[src/rtl/product_word_serializer.sv]
// Captures the multiplier's product when it reports done and streams it out as
// words over valid/ready, least-significant word first, then restarts the multiplier.
module product_word_serializer #(
    parameter int PROD_WIDTH = 256,
    parameter int WORD_WIDTH = 32,
    parameter int CNT_WIDTH  = 16,
    localparam int NUM_WORDS = PROD_WIDTH / WORD_WIDTH,
    localparam int IDX_WIDTH = (NUM_WORDS > 1) ? $clog2(NUM_WORDS) : 1
) (
    input  logic                  clk,
    input  logic                  reset,
    input  logic [PROD_WIDTH-1:0] prod_in,
    input  logic                  prod_done,
    output logic                  mult_reset_n,
    output logic [WORD_WIDTH-1:0] word_out,
    output logic                  word_valid,
    input  logic                  word_ready,
    output logic                  word_last,
    output logic [IDX_WIDTH-1:0]  word_index,
    output logic                  busy,
    output logic [CNT_WIDTH-1:0]  prod_count
);

    typedef enum logic [1:0] {
        IDLE,
        CAPTURE,
        SEND,
        RESTART
    } state_t;

    localparam logic [IDX_WIDTH-1:0] LAST_IDX = IDX_WIDTH'(NUM_WORDS - 1);

    state_t                state;
    logic [PROD_WIDTH-1:0] shift_reg;

    // The current word is always the low slice; sending shifts the next one into place.
    assign word_out = shift_reg[WORD_WIDTH-1:0];

    // NOTE: every register here is assigned with <= so all updates see the
    // values from before the clock edge, regardless of statement order.
    always_ff @(posedge clk) begin
        if (reset) begin
            state        <= IDLE;
            shift_reg    <= '0;
            word_index   <= '0;
            prod_count   <= '0;
            mult_reset_n <= 1'b0;
            word_valid   <= 1'b0;
            word_last    <= 1'b0;
            busy         <= 1'b0;
        end else begin
            case (state)
                IDLE: begin
                    mult_reset_n <= 1'b1;
                    word_valid   <= 1'b0;
                    word_last    <= 1'b0;
                    if (prod_done) begin
                        state <= CAPTURE;
                        busy  <= 1'b1;
                    end else begin
                        busy  <= 1'b0;
                    end
                end

                // prod_in is sampled one cycle after done so the product has settled.
                CAPTURE: begin
                    shift_reg    <= prod_in;
                    word_index   <= '0;
                    word_valid   <= 1'b1;
                    word_last    <= (NUM_WORDS == 1);
                    mult_reset_n <= 1'b1;
                    busy         <= 1'b1;
                    state        <= SEND;
                end

                SEND: begin
                    mult_reset_n <= 1'b1;
                    busy         <= 1'b1;
                    if (word_valid && word_ready) begin
                        shift_reg <= shift_reg >> WORD_WIDTH;
                        if (word_index == LAST_IDX) begin
                            word_index   <= '0;
                            prod_count   <= prod_count + 1'b1;
                            word_valid   <= 1'b0;
                            word_last    <= 1'b0;
                            mult_reset_n <= 1'b0;
                            state        <= RESTART;
                        end else begin
                            word_index <= word_index + 1'b1;
                            word_last  <= ((word_index + 1'b1) == LAST_IDX);
                        end
                    end
                end

                // One-cycle reset pulse to the multiplier, which clears its done flag.
                RESTART: begin
                    mult_reset_n <= 1'b1;
                    word_valid   <= 1'b0;
                    word_last    <= 1'b0;
                    busy         <= 1'b0;
                    state        <= IDLE;
                end

                default: begin
                    mult_reset_n <= 1'b0;
                    word_valid   <= 1'b0;
                    word_last    <= 1'b0;
                    busy         <= 1'b0;
                    state        <= IDLE;
                end
            endcase
        end
    end

endmodule

[config.mk]
export PLATFORM = sky130hd
export DESIGN_NAME = product_word_serializer
export DESIGN_NICKNAME = d
export VERILOG_FILES = /design/src/rtl/product_word_serializer.sv
export SDC_FILE = /design/constraint.sdc
export NUM_CORES = 1
export LEC_CHECK = 0
export BUFFER_PORTS_ARGS = -buffer_cell sky130_fd_sc_hd__buf_2
export CAP_MARGIN = 20
export CELL_PAD_IN_SITES_DETAIL_PLACEMENT = 0
export CELL_PAD_IN_SITES_GLOBAL_PLACEMENT = 2
export CORE_UTILIZATION = 29
export DETAILED_ROUTE_END_ITERATION = 8
export PLACE_DENSITY_LB_ADDON = 0.08
export SYNTH_ARGS = -nofsm -noshare
export SYNTH_HDL_FRONTEND = slang
export SYNTH_SLANG_ARGS = --single-unit
[constraint.sdc]
create_clock -name clk -period 2 [get_ports clk]
set_clock_uncertainty 0.05 [all_clocks]
set_input_delay 0.2 -clock clk [delete_from_list [all_inputs] [get_ports clk]]
set_output_delay 0.2 -clock clk [all_outputs]
set_load 0.01 [all_outputs]
# After elaboration in Yosys (flattened, before gate mapping)
# Cells that the tools add are included.
[op_classes]
n_addsub = 2
n_eq_ne = 8
muxes = 20
reduce_logical = 10
[op_table]
columns = ["operator", "count"]
rows = [
  ["256-bit one-hot mux with 2 select lines", 1],
  ["256-bit two-way mux", 1],
  ["16-bit by 1-bit adder with 16-bit output, second input constant", 1],
  ["2-bit one-hot mux with 4 select lines", 1],
  ["1-bit two-way mux", 7],
  ["3-bit equality test, second input constant", 2],
  ["2-bit two-way mux", 3],
  ["3-bit two-way mux", 2],
  ["2-bit inequality test, second input constant", 3],
  ["1-bit one-hot mux with 3 select lines", 2],
  ["3-bit one-hot mux with 2 select lines", 1],
  ["3-bit AND reduction", 2],
  ["2-bit equality test, second input constant", 2],
  ["1-bit one-hot mux with 2 select lines", 2],
  ["2-bit AND reduction", 2],
  ["2-bit OR reduction", 2],
  ["3-bit by 1-bit adder with 3-bit output, second input constant", 1],
  ["3-bit OR reduction", 1],
  ["2-bit by 1-bit equality test with 1-bit output, second input constant", 1],
  ["2-bit logical NOT", 1],
  ["2-bit nonzero test", 1],
  ["1-bit logical AND", 1],
]
[totals]
ff_bits = 281
in_bits = 260
out_inout_bits = 55
word_cells = 48

# Longest topological paths before layout
# Gate-level depths: netlist of run 1.
[depth]
word_depth = 5
depth_mapped = 9
ltp_nobuf = 6

# Least setup slack after synthesis of run 1
# OpenSTA, ideal clock, no wires.
[synth_path]
path_kind = "flip-flop to flip-flop"
from = "register word_index[0]"
to = "register prod_count[12]"
setup_ps = 123
t_arrival_ps = 1984
required_ps = 1827
path_slack_ps = -157
stages_incl_launch_ff = 7
n_path_buf = 0
synth_period_minus_slack_ps = 2157
cell_sequence = "dfxtp_1 ha_1 ha_1 nand4_4 nor4_1 nand3_1 mux2_1"
[synth_between]
elab_chain_len = 2
[synth_rtl]
columns = ["element", "line", "text"]
rows = [
  ["from (decl)", "19", "output logic [IDX_WIDTH-1:0] word_index,"],
  ["from (signal assigned)", "89", "word_index <= word_index + 1'b1;"],
  ["3-bit equality test", "81", "if (word_index == LAST_IDX) begin"],
  ["3-bit AND reduction (no line)", "n/a", ""],
  ["to (signal assigned)", "83", "prod_count <= prod_count + 1'b1;"],
  ["to (decl)", "21", "output logic [CNT_WIDTH-1:0] prod_count"],
]
# Every way passes these cells.
# A chain may end at the register's enable or synchronous reset.

# Worst setup path after layout of run 1
[layout_path]
from = "register word_index[0]"
to = "register prod_count[13]"
# The elaborated chain is that of the path after synthesis.

==> metrics.cfg, run 1 <==
[timing]
postLayoutSetupSlackWorst_ns = 0.09476
max_clock_freq_mhz = 524.9
post-route-period-util_pct = 95.26
grt_setup_unrepaired = false
slew_headroom_pct = 71.89
finalMaxSlewViolations = 0
report.final.setup_viol = 0
timing_hold_violations_final = 0
fin_crit_ns = 1.905
worst-slew-pin-transition_ns = 0.4217
setup_total_negative_slack_ns = 0

[worst_setup_path]
timing.rr.start = word_index[0]$_SDFFE_PP0P_
critical_path_required_ns = 2.42
arrival_time_at_the_worst_endpoint_ns = 2.33
critPathLaunch = word_index[0]$_SDFFE_PP0P_
critical_path.reg2reg.endpoint = prod_count[13]$_SDFFE_PP0P_
cp-end-kind = flop
crit_fanout = 4
cp-start-kind = flop
worst-r2r-cell-count = 6
ff2ff_setup_slack_ns = 0.09
setup.worst_path.class = reg2reg

[synthesis]
postSynthCellCount = 1278
yosysWarnings = 0
synth_top_area_share_pct = 46.02
post_synth.cell_area_avg_sq_um = 9.565
synth.largest_area_cell = sky130_fd_sc_hd__dfxtp_1
synthesis.nets = 1547
post_synth_instance_area_sq_um = 12220
yosys-top-cells-area = sky130_fd_sc_hd__dfxtp_1 46%, sky130_fd_sc_hd__mux2i_1 19%, sky130_fd_sc_hd__a211oi_1 14%, sky130_fd_sc_hd__nor2_1 8.6%, sky130_fd_sc_hd__buf_4 2.1%
synth_seq_area_share_pct = 46.02
synthDistinctLibCells = 37
synth.ff_latch_count = 281

[detailed_routing]
wl_per_cell_um = 17.46
drt-total-wl_um = 40550
route.antenna.remaining_nets = 0
drt_iter0_drc = 432
vias_post_dr = 10740
via_per_inst = 4.624
drcViolationCount = 0
detailedRoute.firstPassIterationCount = 7

[cells_and_area]
drive_above_1_share_pct = 25.59
nNetsFinal = 2031
final-instance-count-excl-fill = 2322
post-route-util_pct = 44.03
largest_register_ffs = 256
area_growth_pct = 48.39

[floorplan]
num_io_pins = 315
rows = 74
floorplan.initialDensity_pct = 29.67
die_height_um = 207.3
die_w_um = 207.3
core_area_sq_um = 41200
die_area_sq_um = 42980

[place]
routabilityCongestion = 0.7716
pre_cts_ws_ns = 0.007964
place.detailed.instances = 2033
placement.io_buffers = 314
dp_hpwl_um = 27770

[min_path]
timing.hold.worst_path_depth = 3
holdCritPathClass = in2reg
hold_start = prod_in[182]
hold-path-endpoint = shift_reg[182]$_SDFFE_PP0P_

[power]
cellPowerDensity_nw_per_um2 = 1491
p_leak_uw = 0.007046
vdd_ir_drop_max_mv = 0.7252
finalPower_uw = 27050

[clock_tree]
clock_latency_reported_for_the_late_side_of_the_worst_skew_pair_ns = 0.54
cts_made_buffers = 37
clock_sink_count = 281
cts-root-buf = sky130_fd_sc_hd__clkbuf_16
h-tree-depth = 2
clk_transition_reported_paths_ns = 0.06
number_of_buffers_on_the_longest_clock_path = 3
tritoncts = yes

[global_route]
grt_first_pass_wirelength_um = 61450
number_of_antenna_violations_at_the_first_check_in_global_routing = 8
grt.overflow.total = 0
pin_count_of_the_biggest_net_entering_global_routing = 106
grt_pass1_vias = 10650
grt.total_usage_pct = 18.20

[run_status]
status = completed

[flow_run]
maxCapViolations = 0

[what timing repair did]
action                                  CTS  global route
pin swaps                                 0             2
gates resized for setup                   1            26
cloned                                    2             3
setup buffers                             1             2
hold endpoints to repair                223             0
hold buffers                            214             0
endpoints found under the setup margin    5           222
[synthesized netlist by cell type]
master                     count
sky130_fd_sc_hd__a21oi_2       1
sky130_fd_sc_hd__nand4b_1      1
sky130_fd_sc_hd__nor3b_1       1
sky130_fd_sc_hd__mux2_1        1
sky130_fd_sc_hd__nand4_4       1
sky130_fd_sc_hd__a41oi_1       1
sky130_fd_sc_hd__xnor2_1       9
sky130_fd_sc_hd__a31o_2        2
sky130_fd_sc_hd__nand4_1       1
sky130_fd_sc_hd__nand4_2       1
sky130_fd_sc_hd__clkbuf_1     61
sky130_fd_sc_hd__or4_1         1
sky130_fd_sc_hd__a211oi_1    225
sky130_fd_sc_hd__buf_6         1
sky130_fd_sc_hd__mux2_2        1
sky130_fd_sc_hd__buf_2        47
sky130_fd_sc_hd__nand2b_1      1
sky130_fd_sc_hd__nand2_1       9
sky130_fd_sc_hd__dfxtp_1     281
sky130_fd_sc_hd__nor4_1        3
sky130_fd_sc_hd__xor2_1        1
sky130_fd_sc_hd__mux2i_1     226
sky130_fd_sc_hd__buf_1         6
sky130_fd_sc_hd__o21ai_0       1
sky130_fd_sc_hd__nor2_1      280
sky130_fd_sc_hd__a22oi_1      32
sky130_fd_sc_hd__or3_1         1
sky130_fd_sc_hd__inv_1         6
sky130_fd_sc_hd__nor2b_1       5
sky130_fd_sc_hd__nor3_1        6
sky130_fd_sc_hd__a31oi_1       2
sky130_fd_sc_hd__nor4b_1       2
sky130_fd_sc_hd__buf_4        34
sky130_fd_sc_hd__and4_1        2
sky130_fd_sc_hd__ha_1          9
sky130_fd_sc_hd__a21oi_1       9
sky130_fd_sc_hd__nand3_1       7
[critical path, stage by stage, from the launching register on]
cell                      delay [ns]
sky130_fd_sc_hd__dfxtp_2        0.35
sky130_fd_sc_hd__ha_4           0.15
sky130_fd_sc_hd__ha_4           0.15
sky130_fd_sc_hd__nand4_4        0.10
sky130_fd_sc_hd__or4_4          0.54
sky130_fd_sc_hd__or3_1          0.36
sky130_fd_sc_hd__a21oi_1        0.14
[routing by layer]
layer | global-route usage [%] | vias to the layer above | share of wire (%) | routed length, um
li1 | - | 5585 | - | -
met2 | 28.91 | 231 | 45 | 18340
met3 | 4.221 | 61 | 5.0 | 2039
met4 | 6.511 | 8 | 2.4 | 983
met1 | 24.04 | 4851 | 47 | 19140
met5 | 0 | - | 0.12 | 49
[power by group]
group          switching (uW)  internal (uW)
clock network            2500           3990
logic                    6500           5810
registers                 974           7280
total                    9970          17100
[placed cells by master, fill, tap and decap left out, drive strengths merged, types with 4 or more instances in the layout]
cell         instances
buf                375
dfxtp              281
nor2               280
mux2i              226
a211oi             225
dlygate4sd3        214
clkbuf              62
a22oi               32
a21oi               10
nand2                9
xnor2                9
ha                   9
nand3                7
nor3                 6
inv                  6
nor2b                5
diode                4
[worst max path at each step]
stage                                        endpoint  depth (start not counted)
final                     prod_count[13]$_SDFFE_PP0P_                          6
after global routing      prod_count[13]$_SDFFE_PP0P_                          6
after CTS                  shift_reg[15]$_SDFFE_PP0P_                          9
after detailed placement  shift_reg[206]$_SDFFE_PP0P_                          8
after global placement    shift_reg[206]$_SDFFE_PP0P_                          8
after floorplan           prod_count[13]$_SDFFE_PP0P_                          6
[cell type report]
type	count	area, sq um
flip-flops and latches	281	5630
repair buffers	594	4693
inverters	6	22.52
clock inverters	4	72.57
diodes	4	10.01
well taps	532	665.6
clock buffers	59	1099
multi-input cells	842	5947
fillers	4122	23060
[stage by stage]
step,hold slack (ns),cell area [sq um]
detailed placement,0.4055,14490
global placement,0.3974,14490
finish,0.02214,18140
global route,0.02100,18140
floorplan,0.2970,12250
CTS,0.001389,17900
[kinds of logic (layout without fill, tap and decap cells)]
kind of cell,Yosys count,after routing,share of synthesized area [%]
mux,228,228,18.69
other cells,0,4,0
compound gates,273,273,16.58
buf+inv,155,663,6.346
xor+xnor,10,10,0.7165
flops,281,281,46.02
fa+ha+maj,9,9,0.9212
simple gates,322,322,10.73
(Power assumes the default switching activity.)
==> inputs of run 2 (changes only) <==
--- a/config.mk
+++ b/config.mk
@@ -5,11 +5,12 @@
 export SDC_FILE = /design/constraint.sdc
 export NUM_CORES = 1
 export LEC_CHECK = 0
+export ABC_AREA = 1
 export BUFFER_PORTS_ARGS = -buffer_cell sky130_fd_sc_hd__buf_2
 export CAP_MARGIN = 20
 export CELL_PAD_IN_SITES_DETAIL_PLACEMENT = 0
 export CELL_PAD_IN_SITES_GLOBAL_PLACEMENT = 2
-export CORE_UTILIZATION = 29
+export CORE_UTILIZATION = 26
 export DETAILED_ROUTE_END_ITERATION = 8
 export PLACE_DENSITY_LB_ADDON = 0.08
 export SYNTH_ARGS = -nofsm -noshare
==> metrics.cfg, run 2 <==
[synthesis]
yosys-top-cells-count = 515 x sky130_fd_sc_hd__nand2_1, 281 x sky130_fd_sc_hd__dfxtp_1, 224 x sky130_fd_sc_hd__a31oi_1
post_synth_instance_area_sq_um = 11960  ; -2.1%
synth.ff_latch_count = 281  ; unchanged
yosysWarnings = 0  ; unchanged
post_synth.cell_area_avg_sq_um = 7.435  ; -22%
synth.largest_area_cell = sky130_fd_sc_hd__dfxtp_1
dominantRegCellSynth = sky130_fd_sc_hd__dfxtp_1
yosys-top-cells-area = sky130_fd_sc_hd__dfxtp_1 47%, sky130_fd_sc_hd__nand2_1 16%, sky130_fd_sc_hd__a31oi_1 12%, sky130_fd_sc_hd__o21ai_0 5.8%, sky130_fd_sc_hd__o21ai_1 4.2%
synth_top_area_share_pct = 47.02  ; +1.0 points
share_of_flip_flops_with_an_asynchronous_set_or_reset_after_synthesis_pct = 0  ; unchanged
postSynthCellCount = 1609  ; +26%
synthDistinctLibCells = 23  ; -38%
synthesis.nets = 1878  ; +21%
synth_seq_area_share_pct = 47.02  ; +1.0 points
synth_edf_count = 0  ; unchanged
synthMostInstantiatedCell = sky130_fd_sc_hd__nand2_1

[worst_setup_path]
worst-r2r-cell-count = 8  ; +2
timing.rr.start = state[0]$_SDFFE_PP0P_
ff2ff_setup_slack_ns = 0.20  ; +0.11 ns
setup.worst_path.class = reg2reg
critical_path.endpoint = shift_reg[115]$_SDFFE_PP0P_
crit_fanout = 42  ; +38
critical_path.reg2reg.endpoint = shift_reg[115]$_SDFFE_PP0P_
arrival_time_at_the_worst_endpoint_ns = 2.21  ; -0.12 ns
critPathLaunch = state[0]$_SDFFE_PP0P_
cp-start-kind = flop
critical_path_required_ns = 2.42  ; about the same
cp-end-kind = flop

[min_path]
holdCritPathClass = in2reg

[floorplan]
die_w_um = 216.5  ; +4.4%
floorplan.initialDensity_pct = 26.36  ; -3.3 points
rows = 78  ; +5.4%
die_area_sq_um = 46870  ; +9.1%
num_io_pins = 315  ; unchanged
die_height_um = 216.5  ; +4.4%
core_area_sq_um = 45380  ; +10%

[clock_tree]
clock_latency_reported_for_the_late_side_of_the_worst_skew_pair_ns = 0.55  ; about the same
cts_made_buffers = 36  ; -2.7%
clk_transition_reported_paths_ns = 0.05  ; about the same
cts-root-buf = sky130_fd_sc_hd__clkbuf_16
clock_sink_count = 281  ; unchanged
postCtsSetupBuffers = 0  ; -1
number_of_buffers_on_the_longest_clock_path = 3  ; unchanged
h-tree-depth = 2  ; unchanged
tritoncts = yes

[detailed_routing]
route.antenna.remaining_nets = 0  ; unchanged
wl_per_cell_um = 16.90  ; -3.2%
via_per_inst = 4.651  ; +0.59%
drt_iter0_drc = 661  ; +53%
detailedRoute.firstPassIterationCount = 5  ; -2
drt-total-wl_um = 45890  ; +13%
vias_post_dr = 12630  ; +18%
drcViolationCount = 0  ; unchanged

[power]
cellPowerDensity_nw_per_um2 = 1284  ; -14%
p_leak_uw = 0.007396  ; +5.0%
vdd_ir_drop_max_mv = 0.6327  ; -13%
finalPower_uw = 22710  ; -16%

[cells_and_area]
post-route-util_pct = 38.98  ; -5.0 points
largest_register_ffs = 256  ; unchanged
final-instance-count-excl-fill = 2715  ; +17%
layout_commonest_cell = sky130_fd_sc_hd__nand2_1
nNetsFinal = 2356  ; +16%
most-common-layout-cells = 514 x sky130_fd_sc_hd__nand2_1, 314 x sky130_fd_sc_hd__buf_2, 281 x sky130_fd_sc_hd__dfxtp_1, 258 x sky130_fd_sc_hd__dlygate4sd3_1, 224 x sky130_fd_sc_hd__a31oi_1
drive_above_1_share_pct = 19.59  ; -6.0 points
final-seq-area_sq_um = 5625  ; about the same
area_growth_pct = 47.88
area_of_the_multi_input_gates_sq_um = 5340  ; -10%
n_fill_cell = 4892  ; +19%

[place]
dp_hpwl_um = 30290  ; +9.1%
placement.io_buffers = 314  ; unchanged
place.detailed.instances = 2391  ; +18%
routabilityCongestion = 0.7590  ; -1.6%

[global_route]
grt_first_pass_wirelength_um = 70990  ; +16%
grt.overflow.total = 0  ; unchanged
pin_count_of_the_biggest_net_entering_global_routing = 139  ; +31%
number_of_antenna_violations_at_the_first_check_in_global_routing = 3  ; -5
grt.total_usage_pct = 19.26  ; +1.1 points
grt_pass1_vias = 12610  ; +18%

[timing]
timing_hold_violations_final = 0  ; unchanged
slew_headroom_pct = 55.17  ; -17 points
finalMaxSlewViolations = 0  ; unchanged
worst-slew-pin-transition_ns = 0.6724  ; +0.2508 ns
setup_total_negative_slack_ns = 0  ; unchanged
post-route-period-util_pct = 89.78  ; -5.5 points
grt_setup_unrepaired = false
whs_ns = 0.1857  ; +0.1636 ns
report.final.setup_viol = 0  ; unchanged
max_clock_freq_mhz = 556.9  ; +6.1%
fin_crit_ns = 1.796  ; -0.1096 ns

[flow_run]
maxCapViolations = 0  ; unchanged

[run_status]
status = completed

==> run 2: changes by cell type in the layout (fill, tap and decap cells not counted), moves of 37 or more <==
cell	previous run	this run
sky130_fd_sc_hd__nand2_1	9	514
sky130_fd_sc_hd__nor2_1	279	40
sky130_fd_sc_hd__mux2i_1	226	0
sky130_fd_sc_hd__a31oi_1	1	224
sky130_fd_sc_hd__a211oi_1	217	0
sky130_fd_sc_hd__o21ai_0	1	138
sky130_fd_sc_hd__o21ai_1	0	100
sky130_fd_sc_hd__dlygate4sd3_1	214	258
sky130_fd_sc_hd__a21oi_1	9	46
==> run 2: per-stage QoR <==
step	worst slack (ns)	instance area, sq um
floorplan	0.3694	11960
global placement	0.09686	13940
detailed placement	0.1462	13940
CTS	0.1284	17670
global route	0.008488	17690
finish	0.2043	17690
==> run 2: routing by layer <==
metal / up-vias / GRT usage [%] / wire length [um]
met5: - / 0 / 27
met3: 50 / 3.635 / 1942
met4: 4 / 4.366 / 700
met1: 5866 / 25.07 / 21130
li1: 6458 / - / -
met2: 249 / 32.75 / 22080
==> run 2: worst min path at each step <==
stage                                     start                     endpoint  slack (ns)  depth (start not counted)
floorplan                             prod_done              busy$_SDFF_PP0_        0.30                          2
global placement    shift_reg[234]$_SDFFE_PP0P_  shift_reg[234]$_SDFFE_PP0P_        0.40                          2
detailed placement  shift_reg[228]$_SDFFE_PP0P_  shift_reg[228]$_SDFFE_PP0P_        0.40                          2
CTS                                       reset   prod_count[5]$_SDFFE_PP0P_        0.17                          3
global route                              reset  shift_reg[248]$_SDFFE_PP0P_        0.19                          3
finish                                    reset   prod_count[5]$_SDFFE_PP0P_        0.19                          3
==> run 2: cell type report <==
| type | instances | share of cell area (%) |
|---|---|---|
| diodes | 2 | 0.02829 |
| clock buffers | 57 | 6.111 |
| well taps | 600 | 4.244 |
| inverters | 27 | 0.6436 |
| clock inverters | 7 | 0.3819 |
| flip-flops and latches | 281 | 31.80 |
| repair buffers | 613 | 26.61 |
| multi-input cells | 1128 | 30.19 |
==> run 2: critical path, stage by stage, from the launching register on <==
cell	delay, ns
sky130_fd_sc_hd__dfxtp_1	0.32
sky130_fd_sc_hd__inv_1	0.11
sky130_fd_sc_hd__ha_4	0.25
sky130_fd_sc_hd__nand3_2	0.16
sky130_fd_sc_hd__nand2_4	0.16
sky130_fd_sc_hd__buf_12	0.18
sky130_fd_sc_hd__buf_12	0.21
sky130_fd_sc_hd__o21ai_1	0.08
sky130_fd_sc_hd__a31oi_1	0.17
==> run 2: logic make-up after synthesis <==
family / count (synthesis) / share of synthesized area, %
XOR/XNOR: 1 / 0.07323
AND/OR/NAND/NOR: 610 / 19.78
buffers and inverters: 200 / 8.587
adder cells (fa/ha/maj): 9 / 0.9413
flip-flops: 281 / 47.02
AO/OA/AOI/OAI: 508 / 23.60
==> run 2: what timing repair did <==
action                     CTS  global route
hold buffers               258             0
resized for setup            0             3
setup endpoints to repair    0            22
hold endpoints to repair   258             0
==> run 2: where the power goes <==
group          total, uW  internal, uW  switching (uW)
registers           9070          7820            1250
logic               7250          2890            4360
clock network       6390          3830            2550
total              22700         14500            8160
